`config.mk`:
```
export PLATFORM = sky130hd
export DESIGN_NAME = ifetch_unit_flat
export DESIGN_NICKNAME = d
export VERILOG_FILES = /design/src/rtl/ifetch_unit_pkg.sv /design/src/rtl/ifetch_unit_if.sv /design/src/rtl/ifetch_unit_fifo.sv /design/src/rtl/ifetch_unit.sv /design/src/flat_wrapper.sv
export SDC_FILE = /design/constraint.sdc
export NUM_CORES = 1
export LEC_CHECK = 0
export ABC_AREA = 1
export CORE_MARGIN = 2
export CORE_UTILIZATION = 40
export DETAILED_ROUTE_END_ITERATION = 10
export PLACE_DENSITY = 0.6
export SYNTH_ARGS = -nofsm -noshare
export SYNTH_HDL_FRONTEND = slang
export SYNTH_SLANG_ARGS = --single-unit
```
`constraint.sdc`:
```
create_clock -name clk -period 21.4 [get_ports clk]
set_input_delay 6.42 -clock clk [delete_from_list [all_inputs] [get_ports clk]]
set_output_delay 6.42 -clock clk [all_outputs]
set_load 0.1 [all_outputs]
```
`src/rtl/ifetch_unit_pkg.sv`:
```
// Shared types and constants for the instruction fetch front end.
package ifetch_unit_pkg;

    localparam int FETCH_WORD_BYTES = 8;

    typedef struct packed {
        logic [63:0] data;
        logic [30:0] pc;
        logic [1:0]  mask;
    } FetchPacket;

endpackage

```
`src/rtl/ifetch_unit_if.sv`:
```
// Fetch front-end bus: redirect, line-table lookup, I-cache SRAM and decoder packet port.
interface ifetch_unit_if;
    logic        IN_redirValid;
    logic [30:0] IN_redirPC;
    logic        OUT_lookupValid;
    logic [30:0] OUT_lookupPC;
    logic [27:0] IN_lookupAddress;
    logic        IN_stall;
    logic        OUT_sramRe;
    logic [27:0] OUT_sramAddr;
    logic [63:0] IN_sramData;
    logic        OUT_pktValid;
    logic [63:0] OUT_pktData;
    logic [30:0] OUT_pktPC;
    logic [1:0]  OUT_pktMask;
    logic        IN_pktReady;

    modport master (
        input  IN_redirValid, IN_redirPC, IN_lookupAddress, IN_stall, IN_sramData, IN_pktReady,
        output OUT_lookupValid, OUT_lookupPC, OUT_sramRe, OUT_sramAddr,
               OUT_pktValid, OUT_pktData, OUT_pktPC, OUT_pktMask
    );

    modport slave (
        output IN_redirValid, IN_redirPC, IN_lookupAddress, IN_stall, IN_sramData, IN_pktReady,
        input  OUT_lookupValid, OUT_lookupPC, OUT_sramRe, OUT_sramAddr,
               OUT_pktValid, OUT_pktData, OUT_pktPC, OUT_pktMask
    );
endinterface

```
`src/rtl/ifetch_unit_fifo.sv`:
```
// Circular-buffer packet queue; flush empties it, head reads as zero when empty.
module fetch_fifo
    import ifetch_unit_pkg::*;
#(
    parameter int DEPTH = 4,
    parameter int CNT_W = $clog2(DEPTH) + 1
) (
    input  logic             clk,
    input  logic             rst,
    input  logic             push_i,
    input  logic             pop_i,
    input  logic             flush_i,
    input  FetchPacket       din_i,
    output FetchPacket       head_o,
    output logic             valid_o,
    output logic [CNT_W-1:0] count_o
);
    localparam int PTR_W = $clog2(DEPTH);

    FetchPacket       mem_q [DEPTH];
    logic [PTR_W-1:0] wr_q, rd_q;
    logic [CNT_W-1:0] count_q;

    assign valid_o = (count_q != '0);
    assign count_o = count_q;
    assign head_o  = valid_o ? mem_q[rd_q] : '0;

    always_ff @(posedge clk) begin
        if (push_i && !flush_i && !rst) mem_q[wr_q] <= din_i;
    end

    // Pointers wrap naturally because DEPTH is a power of two.
    always_ff @(posedge clk) begin
        if (rst || flush_i) begin
            wr_q    <= '0;
            rd_q    <= '0;
            count_q <= '0;
        end else begin
            if (push_i && !pop_i) assert (count_q != CNT_W'(DEPTH));
            if (push_i) wr_q <= wr_q + PTR_W'(1);
            if (pop_i)  rd_q <= rd_q + PTR_W'(1);
            case ({push_i, pop_i})
                2'b10:   count_q <= count_q + CNT_W'(1);
                2'b01:   count_q <= count_q - CNT_W'(1);
                default: count_q <= count_q;
            endcase
        end
    end
endmodule

```
`src/rtl/ifetch_unit.sv`:
```
// Fetch PC owner: issues line-table lookups, reads the SRAM word, queues packets for decode.
module ifetch_unit
    import ifetch_unit_pkg::*;
#(
    parameter int          QUEUE_DEPTH = 4,
    parameter logic [30:0] RESET_PC    = 31'h0
) (
    input  logic         clk,
    input  logic         rst,
    ifetch_unit_if.master bus
);
    localparam int CNT_W = $clog2(QUEUE_DEPTH) + 1;
    localparam int OFF_W = $clog2(FETCH_WORD_BYTES);

    logic [30:0]      pc_q, pc_d, f1_pc_q, f1_pc_d;
    logic             f1_vld_q, f1_vld_d;
    logic [1:0]       f1_mask_q, f1_mask_d;
    logic [CNT_W-1:0] count, occ;
    logic             credit, issue, push, pop, head_vld;
    FetchPacket       head, din;

    // Credit counts the packet still in F1 so a full queue never sees an unmatched push.
    assign occ    = count + CNT_W'(f1_vld_q);
    assign credit = occ < CNT_W'(QUEUE_DEPTH);
    assign issue  = bus.OUT_lookupValid && !bus.IN_stall;

    assign bus.OUT_lookupValid = !rst && !bus.IN_redirValid && credit;
    assign bus.OUT_lookupPC    = pc_q;
    assign bus.OUT_sramRe      = issue;
    assign bus.OUT_sramAddr    = bus.IN_lookupAddress;

    always_comb begin
        pc_d      = pc_q;
        f1_vld_d  = 1'b0;
        f1_pc_d   = f1_pc_q;
        f1_mask_d = f1_mask_q;
        if (bus.IN_redirValid) begin
            pc_d = bus.IN_redirPC & ~31'h3;
        end else if (issue) begin
            pc_d      = {pc_q[30:OFF_W] + (31-OFF_W)'(1), OFF_W'(0)};
            f1_vld_d  = 1'b1;
            f1_pc_d   = pc_q;
            f1_mask_d = pc_q[2] ? 2'b10 : 2'b11;
        end
    end

    always_ff @(posedge clk) begin
        if (rst) begin
            pc_q      <= RESET_PC;
            f1_vld_q  <= 1'b0;
            f1_pc_q   <= '0;
            f1_mask_q <= '0;
        end else begin
            pc_q      <= pc_d;
            f1_vld_q  <= f1_vld_d;
            f1_pc_q   <= f1_pc_d;
            f1_mask_q <= f1_mask_d;
        end
    end

    assign push = f1_vld_q && !bus.IN_redirValid;
    assign pop  = head_vld && bus.IN_pktReady;
    assign din  = '{data: bus.IN_sramData, pc: f1_pc_q, mask: f1_mask_q};

    fetch_fifo #(.DEPTH(QUEUE_DEPTH)) u_fifo (
        .clk     (clk),
        .rst     (rst),
        .push_i  (push),
        .pop_i   (pop),
        .flush_i (bus.IN_redirValid),
        .din_i   (din),
        .head_o  (head),
        .valid_o (head_vld),
        .count_o (count)
    );

    assign bus.OUT_pktValid = head_vld;
    assign bus.OUT_pktData  = head.data;
    assign bus.OUT_pktPC    = head.pc;
    assign bus.OUT_pktMask  = head.mask;
endmodule

```
`src/flat_wrapper.sv`:
```
// flat-port wrapper written by rule: the top's interface ports become plain ports
module ifetch_unit_flat import ifetch_unit_pkg::*;
#(
    parameter int          QUEUE_DEPTH = 4,
    parameter logic [30:0] RESET_PC    = 31'h0
)
  (clk, rst, bus_IN_redirValid, bus_IN_redirPC, bus_IN_lookupAddress, bus_IN_stall, bus_IN_sramData, bus_IN_pktReady, bus_OUT_lookupValid, bus_OUT_lookupPC, bus_OUT_sramRe, bus_OUT_sramAddr, bus_OUT_pktValid, bus_OUT_pktData, bus_OUT_pktPC, bus_OUT_pktMask);
  ifetch_unit_if bus_i ();
  input  logic clk;
  input  logic rst;
  input wire logic [$bits(bus_i.IN_redirValid)-1:0] bus_IN_redirValid;
  input wire logic [$bits(bus_i.IN_redirPC)-1:0] bus_IN_redirPC;
  input wire logic [$bits(bus_i.IN_lookupAddress)-1:0] bus_IN_lookupAddress;
  input wire logic [$bits(bus_i.IN_stall)-1:0] bus_IN_stall;
  input wire logic [$bits(bus_i.IN_sramData)-1:0] bus_IN_sramData;
  input wire logic [$bits(bus_i.IN_pktReady)-1:0] bus_IN_pktReady;
  output wire logic [$bits(bus_i.OUT_lookupValid)-1:0] bus_OUT_lookupValid;
  output wire logic [$bits(bus_i.OUT_lookupPC)-1:0] bus_OUT_lookupPC;
  output wire logic [$bits(bus_i.OUT_sramRe)-1:0] bus_OUT_sramRe;
  output wire logic [$bits(bus_i.OUT_sramAddr)-1:0] bus_OUT_sramAddr;
  output wire logic [$bits(bus_i.OUT_pktValid)-1:0] bus_OUT_pktValid;
  output wire logic [$bits(bus_i.OUT_pktData)-1:0] bus_OUT_pktData;
  output wire logic [$bits(bus_i.OUT_pktPC)-1:0] bus_OUT_pktPC;
  output wire logic [$bits(bus_i.OUT_pktMask)-1:0] bus_OUT_pktMask;
  assign bus_i.IN_redirValid = bus_IN_redirValid;
  assign bus_i.IN_redirPC = bus_IN_redirPC;
  assign bus_i.IN_lookupAddress = bus_IN_lookupAddress;
  assign bus_i.IN_stall = bus_IN_stall;
  assign bus_i.IN_sramData = bus_IN_sramData;
  assign bus_i.IN_pktReady = bus_IN_pktReady;
  assign bus_OUT_lookupValid = bus_i.OUT_lookupValid;
  assign bus_OUT_lookupPC = bus_i.OUT_lookupPC;
  assign bus_OUT_sramRe = bus_i.OUT_sramRe;
  assign bus_OUT_sramAddr = bus_i.OUT_sramAddr;
  assign bus_OUT_pktValid = bus_i.OUT_pktValid;
  assign bus_OUT_pktData = bus_i.OUT_pktData;
  assign bus_OUT_pktPC = bus_i.OUT_pktPC;
  assign bus_OUT_pktMask = bus_i.OUT_pktMask;
  ifetch_unit #(.QUEUE_DEPTH(QUEUE_DEPTH), .RESET_PC(RESET_PC)) u_core (.clk(clk), .rst(rst), .bus(bus_i));
endmodule
```
* Word-level counts from Yosys, hierarchy flattened *
Memory sizes are Yosys's and may differ from the RTL's. A register that Yosys moved wholly into a read port is not among the register bits.
Cells that the tools add are included.

word-level totals
  flip-flop bits (word level) = 68
  bits in writable memories = 380
  logic and storage cells = 44
  memories = 1

cells by class
  $add $sub $neg = 6
  $lt $le $gt $ge = 1
  equal/unequal tests = 2
  muxes and demuxes = 10
  bitwise gates (word level) = 1
  reduce and logical (&&, ||, !) cells = 16

memories
  name                 depth  width  read ports  clocked after Yosys merged registers in  write ports  line                    RTL
  u_core.u_fifo.mem_q  4      95     1           1                                        1            ifetch_unit_fifo.sv:20  FetchPacket mem_q [DEPTH];

operators with widths
  operator               count
  $mux 97                1
  $mux 31                2
  $add 28x1->28 const B  1
  $logic_and 1x1->1      7
  $pmux 3 s2             1
  $add 2x1->2 const B    2
  $mux 1                 4
  $mux 2                 2
  $reduce_bool 2->1      2
  $add 3x1->3            1
  $add 3x1->3 const B    1
  $logic_not 1->1        3
  $lt 3x3->1 const B     1
  $reduce_bool 3->1      1
  $sub 3x1->3 const B    1
  $eq 2x1->1 const B     1
  $eq 2x2->1 const B     1
  $reduce_and 2->1       1
  $reduce_or 2->1        1
  $logic_or 1x1->1       1
  $not 1->1              1

* Logic depth before layout (Yosys ltp) *
  depth after elaboration = 6
  depth in mapped cells = 10
  mapped depth without buffers = 10

* Modules after synthesis *
Synthesis repeated with hierarchy kept, for this count alone.

second synthesis, totals
  cell total of the unflattened synthesis = 1814
  area total of the unflattened synthesis = 19115.8 sq um

modules (own cells, without submodules)
  module       instances  cells an instance  area each (sq um)  seq. area each (sq um)
  fetch_fifo   1          1299               15673.8            11831.3
  ifetch_unit  1          515                3442.1             1221.2

* Worst setup path before layout *
Ideal clock, no wire load.

  kind = input port to output port
  start point = input rst
  end point = output bus_OUT_sramRe
  data arrival time = 7.475 ns
  required time = 14.980 ns
  slack = 7.505 ns
  stages on the path = 5
  buffers on the path = 2
  cells stage by stage = buf_6 > nor2_4 > nand3_4 > nor2_8 > buf_2

on the way
  longest elaborated chain between the ends = 4

RTL lines
  what                             line                RTL
  start, declared                  flat_wrapper.sv:10  input logic rst;
  $logic_not 1->1                  ifetch_unit.sv:27   assign bus.OUT_lookupValid = !rst && !bus.IN_redirValid && credit;
  $logic_and 1x1->1 (2 in series)  ifetch_unit.sv:27
  $logic_and 1x1->1                ifetch_unit.sv:25   assign issue = bus.OUT_lookupValid && !bus.IN_stall;
  end, declared                    flat_wrapper.sv:19  output wire logic [$bits(bus_i.OUT_sramRe)-1:0] bus_OUT_sramRe;

Every way passes these cells.

* Worst setup path after layout *
  start point = input bus_IN_redirValid
  end point = output bus_OUT_sramRe

on the way
  longest elaborated chain between the ends = 4

RTL lines
  what                             line                RTL
  start, declared                  flat_wrapper.sv:11  input wire logic [$bits(bus_i.IN_redirValid)-1:0] bus_IN_redirValid;
  $logic_not 1->1                  ifetch_unit.sv:27
  $logic_and 1x1->1 (2 in series)  ifetch_unit.sv:27
  $logic_and 1x1->1                ifetch_unit.sv:25

Every way passes these cells.

==> results.cfg <==
[logic_synthesis]
seq_area_frac_synth_pct = 69.33
synth_area_mm2 = 0.01848
synthArstFlopShare_pct = 0
synthDistinctLibCells = 35
yosysTopAreaCell = edfxtp_1
synth.top_cell.area_share_pct = 61.74
synth_cells = 1703
synthTopCellsByCount = nor2_1 (436), edfxtp_1 (380), o21ai_0 (229)
ys_top_cells_by_area = edfxtp_1 (62%), nor2_1 (8.9%), dfxtp_1 (7.6%), o21ai_0 (6.2%), a21oi_1 (4.0%)
synth_area_per_cell_um2 = 10.85
ys_warn_count = 0
synth-edff-count = 380
yosysMostFrequentCell = nor2_1
synth-seq-cells = 450
synthFlopType = edfxtp_1

[critical_path]
crit_chain = clkdlybuf4s50_1 -> buf_4 -> nor2_4 -> nand3_4 -> nor2_8 -> clkdlybuf4s50_1
required_ns = 14.98
worstPathMaxFanout = 32
cp.arrival_ns = 8.76
critPathLaunchType = input pin
slowest_delay_ns = 1.16
cp_slowest_cell = clkdlybuf4s50_1
crit_top_cell = clkdlybuf4s50_1
worst-setup-path-type = in2out
cp-end-kind = output port

[cts]
clockRootBuffer = clkbuf_16
clkTransAtPathRegs_ns = 0.06
cts_made_buffers = 48
h-tree-depth = 2
cts_sinks = 450
cts_tree = yes
cts_buffer_depth = 3
cts_resized = 0
cts_hold_repair.buffers = 0
insertion_delay_ns = 0.58
post_cts_buffers = 0

[cells_and_area]
antenna_cells = 0
synthToLayoutAreaGrowth_pct = 22.42
num-nets-final = 2008
ff_latch_area_mm2 = 0.01282
drive_above_1_share_pct = 5.707
fillers = 4132
multi_input_area_mm2 = 0.004793

[timing]
min_period_ns = 15.18
setup_slack_ns = 6.220
relSlewSlack_pct = 24.02
timing.final.crit_share_pct = 70.93
clock_skew_ns = 0.02414
drv_slew = 0
final-setup-viol-count = 0
hold_viol = 0
worst_pin_slew_ns = 1.136
rsz0062_at_grt = false
tns_ns = 0
max_freq_mhz = 65.88

[floorplanning]
num_rows = 78
num_io_pins = 287
core_area_mm2 = 0.04548
die_h_um = 219.0
die-area_mm2 = 0.04794
die_x_um = 219.0
initial_core_util_pct = 40.64

[drt]
vias = 12650
drt_iter0_markers = 1066
avgViaCountPerCell = 5.039
drt_wl_total_um = 45840
firstDrtPassIters = 5
drc_errors = 0
antenna_left = 0
drt-wirelength-per-cell_um = 18.26

[placed_design]
detailed_place_hpwl_um = 25610
port-buffer-count = 224
pre_cts_ws_ns = 6.193
routabilityCongestion = 0.8157

[power_and_ir_drop]
ir_drop_uv = 57.06
leakagePower_nw = 7.841
powerDensity_mw_per_mm2 = 86.46

[grt]
grt_antenna_before_repair = 0
grt_first_pass_wirelength_um = 69430
track_usage_pct = 18.78
overflow = 0
grt_max_degree = 105
first_global_vias = 12140

[outcome]
status = complete, no violations

[worst_hold_path]
hp-class = reg2reg

[run]
drv_cap = 0
==> state kept, by name, indices dropped and copies added, names as in the netlist, named ones only <==
signal,cells
u_core.u_fifo.rd_q,2
u_core.u_fifo.wr_q,2
u_core.f1_mask_q,2
u_core.u_fifo.count_o,3
u_core.u_fifo.mem_q,380
u_core.f1_vld_q,1
u_core.bus.OUT_lookupPC,29
u_core.f1_pc_q,29
==> metrics by stage <==
step                util (%)  hold slack, ns  area (µm²)  total power, mW  cells
global placement       46.18          0.4784       21000            1.121   2423
detailed placement     46.18          0.4869       21000            1.122   2423
finish                 49.75          0.4855       22630            1.956   2510
floorplan                  -          0.4356       18490            1.097   1706
CTS                    49.75          0.4970       22630            1.975   2510
global route           49.75          0.5086       22630            2.015   2510
==> layout by cell type (no fill, tap or decap), types with 8 or more instances in the layout <==
| cell | n |
|---|---|
| nor2_1 | 432 |
| edfxtp_1 | 380 |
| o21ai_0 | 229 |
| clkdlybuf4s50_1 | 224 |
| nand2_1 | 149 |
| a21oi_1 | 149 |
| dfxtp_1 | 68 |
| inv_1 | 64 |
| nand3_1 | 56 |
| clkbuf_16 | 48 |
| buf_4 | 18 |
| clkinv_1 | 11 |
| nor2_4 | 8 |
| bufinv_16 | 8 |
| clkbuf_1 | 8 |
==> kinds of logic after synthesis <==
| kind of cell | count (synthesis) | share of synthesized area (%) |
|---|---|---|
| AO/OA/AOI/OAI | 385 | 10.49 |
| XOR/XNOR | 5 | 0.2370 |
| adder cells (fa/ha/maj) | 7 | 0.5145 |
| buffers and inverters | 193 | 4.996 |
| flip-flops | 450 | 69.32 |
| other | 1 | 0.02029 |
| AND/OR/NAND/NOR | 662 | 14.41 |
==> path summary, 6_finish.rpt <==
| kind | from | endpoint | slack [ns] | depth (start not counted) |
|---|---|---|---|---|
| setup / recovery | bus_IN_redirValid | bus_OUT_sramRe | 6.22 | 6 |
| setup reg to reg | u_core.f1_vld_q | u_core.u_fifo.mem_q[0][58] | 18.75 | 4 |
| hold reg to reg | u_core.u_fifo.rd_q[1] | flop | 0.49 | 2 |
| hold / removal | u_core.u_fifo.rd_q[1] | flop | 0.49 | 2 |
==> worst max-delay path, delay by kind of cell <==
family | cells | cell delay [ns]
buffers and inverters | 3 | 1.79
and+or+nand+nor | 3 | 0.53
==> report_power, final <==
group	internal [mW]	switching, mW
Combinational	0.0386	0.0969
Sequential	0.957	0.0109
Clock	0.518	0.334
Total	1.51	0.442
==> cell type report <==
cell class	instances	share of cell area, %
Clock inverter	28	1.559
Multi-Input combinational cell	1063	21.19
Inverter	68	1.145
Clock buffer	59	5.624
Timing Repair Buffer	242	10.51
Sequential cell	450	56.66
Tap cell	600	3.318
==> routing by layer <==
layer	global-route usage, %	vias up	share of wire, %
met5	0	-	0
met4	5.811	0	2.3
met3	3.202	65	5.1
met2	30.65	324	46
met1	25.70	6078	46
li1	-	6180	-
(Power assumes the default switching activity.)
